[config.mk]
export PLATFORM = sky130hd
export DESIGN_NAME = bcd_display_scanner_flat
export DESIGN_NICKNAME = d
export VERILOG_FILES = /design/src/rtl/bcd_display_scanner_if.sv /design/src/rtl/bcd_display_scanner.sv /design/src/flat_wrapper.sv
export SDC_FILE = /design/constraint.sdc
export NUM_CORES = 1
export LEC_CHECK = 0
export CAP_MARGIN = 40
export CORE_ASPECT_RATIO = 1.25
export CORE_MARGIN = 2
export CORE_UTILIZATION = 52
export DETAILED_ROUTE_END_ITERATION = 6
export HOLD_SLACK_MARGIN = 0.06
export PLACE_DENSITY = 0.78
export SLEW_MARGIN = 30
export SYNTH_ARGS = -nofsm -noshare
export SYNTH_HDL_FRONTEND = slang
export SYNTH_SLANG_ARGS = --single-unit
[constraint.sdc]
create_clock -name clk -period 2.5 [get_ports clk]
set_clock_uncertainty 0.1 [all_clocks]
set_input_delay 0.5 -clock clk [delete_from_list [all_inputs] [get_ports clk]]
set_output_delay 0.5 -clock clk [all_outputs]
set_load 0.02 [all_outputs]
[src/rtl/bcd_display_scanner_if.sv]
// Shared bus between the scanner and whatever feeds it / consumes its outputs.
// The load side (load/value/dp_in) is driven by the master; the display side is driven by the scanner.
interface bcd_display_scanner_if;
  logic        load;
  logic [15:0] value;
  logic [3:0]  dp_in;
  logic [3:0]  bcd;
  logic [3:0]  an;
  logic        dp;
  logic        err;

  modport master (
    output load, value, dp_in,
    input  bcd, an, dp, err
  );

  modport slave (
    input  load, value, dp_in,
    output bcd, an, dp, err
  );
endinterface

[src/rtl/bcd_display_scanner.sv]
// Time-multiplexes a 4-digit packed-BCD shadow register onto one shared BCD decoder
// and a common-anode display, with leading-zero blanking and an anti-ghosting guard window.
module bcd_display_scanner #(
  parameter int REFRESH_DIV = 100000,
  parameter int GUARD       = 4,
  parameter int BLANK_LZ    = 1
) (
  input  logic                  clk,
  input  logic                  rst_n,
  bcd_display_scanner_if.slave  bus
);

  localparam int              CNT_W    = (REFRESH_DIV > 1) ? $clog2(REFRESH_DIV) : 1;
  localparam logic [CNT_W-1:0] CNT_LAST = CNT_W'(REFRESH_DIV - 1);

  logic [CNT_W-1:0] r_cnt;
  logic [1:0]       r_idx;
  logic [15:0]      r_val_sh;
  logic [3:0]       r_dp_sh;
  logic             r_err;

  logic             w_load_ok;
  logic             w_in_guard;
  logic [3:0]       w_shown;
  logic [3:0]       w_an;
  logic [3:0]       w_bcd;
  logic             w_dp;

  function automatic logic all_nibbles_bcd(input logic [15:0] v);
    logic ok;
    ok = 1'b1;
    for (int i = 0; i < 4; i++) begin
      if (v[4*i +: 4] > 4'd9) ok = 1'b0;
    end
    return ok;
  endfunction

  // A digit is blank only while it and every more-significant digit are zero with no dp.
  function automatic logic [3:0] shown_mask(input logic [15:0] v, input logic [3:0] d,
                                            input logic en);
    logic [3:0] m;
    logic       lead;
    lead = 1'b1;
    m    = 4'b1111;
    for (int i = 3; i >= 1; i--) begin
      lead = lead & (v[4*i +: 4] == 4'd0) & ~d[i];
      m[i] = ~(en & lead);
    end
    return m;
  endfunction

  assign w_load_ok = all_nibbles_bcd(bus.value);

  // Prescaler and digit index; loads never touch these.
  always_ff @(posedge clk or negedge rst_n) begin
    if (!rst_n) begin
      r_cnt <= '0;
      r_idx <= 2'd0;
    end else if (r_cnt == CNT_LAST) begin
      r_cnt <= '0;
      r_idx <= r_idx + 2'd1;
    end else begin
      r_cnt <= r_cnt + 1'b1;
    end
  end

  // Shadow capture and rejection flag.
  always_ff @(posedge clk or negedge rst_n) begin
    if (!rst_n) begin
      r_val_sh <= 16'h0000;
      r_dp_sh  <= 4'b0000;
      r_err    <= 1'b0;
    end else begin
      r_err <= bus.load & ~w_load_ok;
      if (bus.load && w_load_ok) begin
        r_val_sh <= bus.value;
        r_dp_sh  <= bus.dp_in;
      end
    end
  end

  if (GUARD == 0) begin : g_noguard
    assign w_in_guard = 1'b0;
  end else begin : g_guard
    localparam logic [CNT_W-1:0] GUARD_C = CNT_W'(GUARD);
    assign w_in_guard = (r_cnt < GUARD_C);
  end

  assign w_shown = shown_mask(r_val_sh, r_dp_sh, (BLANK_LZ != 0));
  assign w_bcd   = r_val_sh[{r_idx, 2'b00} +: 4];

  always_comb begin
    w_an = 4'b1111;
    if (!w_in_guard && w_shown[r_idx]) w_an[r_idx] = 1'b0;
  end

  assign w_dp = ~(~w_an[r_idx] & r_dp_sh[r_idx]);

  assign bus.bcd = w_bcd;
  assign bus.an  = w_an;
  assign bus.dp  = w_dp;
  assign bus.err = r_err;

endmodule

[src/flat_wrapper.sv]
// flat-port wrapper written by rule: the top's interface ports become plain ports
module bcd_display_scanner_flat 
#(
  parameter int REFRESH_DIV = 100000,
  parameter int GUARD       = 4,
  parameter int BLANK_LZ    = 1
)
  (clk, rst_n, bus_load, bus_value, bus_dp_in, bus_bcd, bus_an, bus_dp, bus_err);
  bcd_display_scanner_if bus_i ();
  input  logic clk;
  input  logic rst_n;
  input wire logic [$bits(bus_i.load)-1:0] bus_load;
  input wire logic [$bits(bus_i.value)-1:0] bus_value;
  input wire logic [$bits(bus_i.dp_in)-1:0] bus_dp_in;
  output wire logic [$bits(bus_i.bcd)-1:0] bus_bcd;
  output wire logic [$bits(bus_i.an)-1:0] bus_an;
  output wire logic [$bits(bus_i.dp)-1:0] bus_dp;
  output wire logic [$bits(bus_i.err)-1:0] bus_err;
  assign bus_i.load = bus_load;
  assign bus_i.value = bus_value;
  assign bus_i.dp_in = bus_dp_in;
  assign bus_bcd = bus_i.bcd;
  assign bus_an = bus_i.an;
  assign bus_dp = bus_i.dp;
  assign bus_err = bus_i.err;
  bcd_display_scanner #(.REFRESH_DIV(REFRESH_DIV), .GUARD(GUARD), .BLANK_LZ(BLANK_LZ)) u_core (.clk(clk), .rst_n(rst_n), .bus(bus_i));
endmodule
==> impl_metrics.toml, run 1 <==
[synthesis]
synthTopCellsByArea = "dfrtp_1, mux2_2, mux4_2"
yosysTopAreaCell = "dfrtp_1"
synth-compound-area-share = 0.03277
yosysSeqAreaShare = 0.5041
synth-seq-cells = 40
synthAdderAreaFrac = 0.03151
syn-num-nets = 193
synth_top_family_by_area = "multiplexers"
synth_cell_type_count = 29
yosys.area_share.simple = 0.1531
netlist.area_leader.share = 0.5041
syn_inst = 165
synth_xor_area_frac = 0.06175
synth-warning-count = 0
synth-edff-count = 0
ys_dominant_reg_cell = "dfrtp_1"
synthArstFlopShare = 1.000
syn_avg_cell_area_um2 = 12.03
syn_area_mm2 = 0.001986
synth_mux_area_frac = 0.1928

[critical_path]
r2r.worst_path.cells = 5
arrival_ps = 1900
path_cells = "or4_4 > nor4_4 > a221oi_4 > nand2_1 > buf_6"
cp_slowest_cell = "or4_4"
cp-start-kind = "flop"
path_delay_family = "simple AND/OR/NAND/NOR gates"
crit_cells = 5
end_kind = "output pin"
cp.required_ps = 1900
cp_max_fo = 4
crit_buf_inv = 1
crit_type = "reg -> out"
cpPeakStageDelay_ps = 570

[pwr]
design_power_total_mw = 1.582
pwr_density_cell_mw_per_mm2 = 585.8
power_leakage_nw = 1.148
ir_worst_vdd_mv = 0.5217

[cells_and_area]
syn_to_final_growth_pct = 35.98
multi_input_area_um2 = 987.2
fill_cells = 275
layout_commonest_cell = "dfrtp_1"
antenna_cells = 0
layout_common_cells = "dfrtp_1, buf_4, mux2_2, clkdlybuf4s50_1"
final_cells = 266
post-route-util = 0.7254
regArea_mm2 = 0.001003
drive_above_1_share = 0.3496
finalNetCount = 253

[routing]
wl_mm = 4.711
drc = 0
firstDrtPassIters = 4
avgViaCountPerCell = 5.816
postRouteAntennaNets = 0
via_count = 1547
routedWlPerCell_um = 17.71
drtIter0Drc = 55

[placed_design]
place_inst = 256
pre_cts_slack_ps = -255.5
gp_congestion = 0.8532
dp_hpwl_mm = 3.663
port_buffers = 32

[clock_network]
numCtsBuffers = 5
cts.sinks = 40
cts_buffer_depth = 2
htreeDepth = 2
clock_latency_ps = 290
cts_tree = "yes"
root_buffer = "clkbuf_8"
clk_pin_slew_ps = 70

[worst_hold_path]
worst_hold_path_type = "reg -> reg"
hold_depth = 1

[timing]
drv_slew = 0
fin_crit_ps = 2503
timing.final.hold_violations = 0
slew_headroom = 0.7516
worst_slew_pin_slew_ps = 369.1
rsz0062_at_grt = "true"
achievable-frequency_mhz = 399.5
setup_viol = 1
setup_slack_ps = -3.161
fin_crit_sh = 1.001

[grt]
grt_pass1_wl_mm = 7.962
grt_overflow = 0
gr-max-usage-layer = "met2"
antenna_found_initial = 0
grt_pass1_vias = 1713
grtUsageMet2 = 0.4579
grt_max_degree = 28
use_met3 = 0.06206
track_usage = 0.2505
met1_usage = 0.2773

[floorplanning]
die_h_um = 73.09
initial_utilization = 0.5334
die-area_mm2 = 0.004332
ioPinCount = 33
fp.coreArea_mm2 = 0.003722
num_rows = 25
die_x_um = 59.27

[run_status]
status = "complete, but fails checks"
violations = "setup timing"

[flow_run]
maxCapViolations = 0
[state kept, by name, summed over array words and instances, names as in the netlist]
name,count
u_core.r_idx,2
u_core.r_dp_sh,4
u_core.r_val_sh,16
u_core.bus.err,1
u_core.r_cnt,17
[cell families after synthesis]
| kind of cell | after synthesis |
|---|---|
| XOR/XNOR | 14 |
| AND/OR/NAND/NOR | 57 |
| adder cells (fa/ha/maj) | 5 |
| AO/OA/AOI/OAI | 10 |
| buffers and inverters | 11 |
| flip-flops | 40 |
| multiplexers | 28 |
[power breakdown]
group	internal, mW	leakage, nW	switching [mW]	total (mW)
Clock	0.225	0.0455	0.204	0.429
Sequential	0.737	0.498	0.0737	0.810
Combinational	0.211	0.604	0.131	0.342
[cell type report]
type,instances,share of cell area
multi-input combinational,114,0.3656
sequential,40,0.3716
timing repair buffer,60,0.2053
tap,40,0.01854
inverter,4,0.005561
clock buffer,8,0.03336
[metrics by stage]
step / instance area [um^2] / hold slack [ps] / TNS (ps)
floorplan: 1986 / 104.4 / 0
global placement: 2519 / 395.3 / -406.2
detailed placement: 2539 / 318.5 / -1006
CTS: 2651 / 418.6 / 0
global route: 2700 / 439.0 / -236.3
finish: 2700 / 415.7 / -3.161
[Yosys cell counts (3+ instances only)]
library cell   n
ha_1           5
nor3_1         5
xnor2_1        9
clkbuf_1       4
nor4_1         6
xor2_1         5
mux2_2        22
nand3_1        5
nand4_1        5
nand2_1       13
or4_1          3
inv_1          4
o21ai_0        6
nor2_1        13
mux4_2         6
dfrtp_1       40
[worst register-to-register path, stage by stage, from the launching register on]
cell and delay, ps:
dfrtp_1 410, ha_1 250, nand4_2 210, nor4_1 430
buf_4 210, mux2_2 330
[worst paths after layout]
path | from | to | slack [ps]
worst max-delay path | u_core.r_val_sh[15] | bus_an[0] | -3
worst min-delay path | u_core.r_cnt[0] | u_core.r_cnt[0] | 420
worst max register to register | u_core.r_cnt[0] | u_core.r_idx[1] | 460
worst min register to register | u_core.r_cnt[0] | u_core.r_cnt[0] | 420
max in group asynchronous | rst_n | u_core.r_cnt[1] | 1290
min in group asynchronous | rst_n | u_core.bus.err | 550
[timing repair]
item / CTS / global route
resized for setup: 31 / 12
endpoints found under the hold margin: 13 / 0
buffers inserted: 0 / 1
hold buffers: 1 / 0
endpoints found under the setup margin: 9 / 5
pin swaps: 2 / 6
[layer usage]
| metal | routed length [um] | part of all wire |
|---|---|---|
| met1 | 1764 | 0.37 |
| met2 | 2728 | 0.58 |
| met3 | 135 | 0.029 |
| met4 | 82 | 0.017 |
| met5 | 0 | 0 |
No activity file was read; power rests on OpenSTA's default activity.
==> run 2, diff against run 1 <==
--- a/config.mk
+++ b/config.mk
@@ -8,10 +8,9 @@
 export CAP_MARGIN = 40
 export CORE_ASPECT_RATIO = 1.25
 export CORE_MARGIN = 2
-export CORE_UTILIZATION = 52
+export CORE_UTILIZATION = 31
 export DETAILED_ROUTE_END_ITERATION = 6
 export HOLD_SLACK_MARGIN = 0.06
-export PLACE_DENSITY = 0.78
 export SLEW_MARGIN = 30
 export SYNTH_ARGS = -nofsm -noshare
 export SYNTH_HDL_FRONTEND = slang
==> impl_metrics.toml, run 2 (synthesis gave the netlist of run 1 again) <==
[run_status]
status = "finished clean"

[cells_and_area]
layout_commonest_cell = "dfrtp_1"
finalNetCount = 261
post-route-util = 0.4509
regMostFlops = "u_core.r_cnt"
fin_area_mm2 = 0.002780
drive_above_1_share = 0.3675
syn_to_final_growth_pct = 40.01
fill_cells = 610
largest_reg_flops = 17
antenna_cells = 0
reg_top3 = "u_core.r_cnt (17), u_core.r_val_sh (16), u_core.r_dp_sh (4)"
layout_common_cells = "dfrtp_1, buf_4, mux2_2, clkdlybuf4s50_1"

[critical_path]
arrival_ps = 1880
cpPeakStageDelay_ps = 570
cp.required_ps = 1900
r2r_slack_ps = 510
cp_slowest_cell = "or4_4"
cp_max_fo = 4
critPathLaunch = "u_core.r_val_sh[13]"
r2r-start = "u_core.r_cnt[0]"
end_kind = "output pin"
crit_type = "reg -> out"
path_delay_family = "simple AND/OR/NAND/NOR gates"
path_cells = "or4_4 > nor4_4 > a221oi_4 > nand2_1 > buf_6"
crit_buf_inv = 1
cp-start-kind = "flop"

[worst_hold_path]
worst_hold_path_type = "in -> async"

[clock_network]
clock_latency_ps = 280
cts_buffer_depth = 2
ctsHoldBuffers = 0
cts_tree = "yes"
numCtsBuffers = 5
clk_pin_slew_ps = 70
htreeDepth = 2
cts.sinks = 40
root_buffer = "clkbuf_8"

[pwr]
pwr_density_cell_mw_per_mm2 = 573.5
power_leakage_nw = 1.188
design_power_total_mw = 1.594
ir_worst_vdd_mv = 0.2194

[timing]
timing.final.hold_violations = 0
rsz0062_at_grt = "true"
worst_slew_pin_slew_ps = 463.5
setup_slack_ps = 22.52
setup_viol = 0
drv_slew = 0
fin_crit_ps = 2477
fin_crit_sh = 0.9910
achievable-frequency_mhz = 403.6
slew_headroom = 0.6910

[grt]
grt_overflow = 0
antenna_found_initial = 0
grt_max_degree = 22
grt_pass1_vias = 1619
grt_pass1_wl_mm = 7.438
track_usage = 0.1398

[floorplanning]
die-area_mm2 = 0.007066
fp.coreArea_mm2 = 0.006166
initial_utilization = 0.3220
die_h_um = 93.48
num_rows = 32
die_x_um = 75.59
ioPinCount = 33

[placed_design]
port_buffers = 32
pre_cts_slack_ps = -213.9
postPlaceCellArea_mm2 = 0.002630
dp_hpwl_mm = 3.445
gp_congestion = 0.7494

[routing]
postRouteAntennaNets = 0
routedWlPerCell_um = 14.02
drc = 0
avgViaCountPerCell = 4.705
drtIter0Drc = 30
wl_mm = 4.472
via_count = 1501
firstDrtPassIters = 4

[flow_run]
maxCapViolations = 0
[run 2: final cells by class]
| class | count | area (um^2) | share of cell area |
|---|---|---|---|
| clock buffers | 8 | 90.09 | 0.03240 |
| inverters | 4 | 15.01 | 0.005401 |
| multi-input cells | 114 | 987.2 | 0.3551 |
| flip-flops and latches | 40 | 1001 | 0.3600 |
| well taps | 85 | 106.4 | 0.03825 |
| repair buffers | 68 | 580.6 | 0.2088 |
[run 2: final timing paths]
path / end / depth (start not counted)
worst max-delay path: bus_an[0] / 5
worst min-delay path: u_core.r_dp_sh[0] / 1
worst max register to register: u_core.r_cnt[16] / 5
worst min register to register: u_core.r_val_sh[2] / 1
max in group asynchronous: u_core.r_dp_sh[2] / 2
min in group clk: u_core.r_val_sh[2] / 1
[run 2: repair_timing]
item / in CTS / in global routing
buffers inserted: 2 / 0
gates resized for setup: 33 / 9
pin swaps: 3 / 3
endpoints found under the setup margin: 9 / 5
[run 2: report_power, final]
part / internal [mW] / leakage [nW] / switching [mW]
combinational: 0.220 / 0.641 / 0.136
clock: 0.225 / 0.0455 / 0.212
sequential: 0.736 / 0.502 / 0.0653
[run 2: metal layers]
| metal | track usage | share of wire | vias to the layer above |
|---|---|---|---|
| met5 | 0 | 0 | - |
| met4 | 0.04825 | 0.021 | 0 |
| met3 | 0.03772 | 0.052 | 10 |
| met2 | 0.2522 | 0.54 | 36 |
| met1 | 0.1526 | 0.39 | 729 |
| li1 | - | - | 726 |
[run 2: metrics by stage]
stage | TNS (ps) | cells | hold WS (ps)
after floorplan | 0 | 165 | 104.4
after global placement | -605.7 | 309 | 380.0
after detailed placement | -860.6 | 309 | 382.5
after CTS | 0 | 319 | 62.21
after global routing | -227.9 | 319 | 77.55
final | 0 | 319 | 57.37
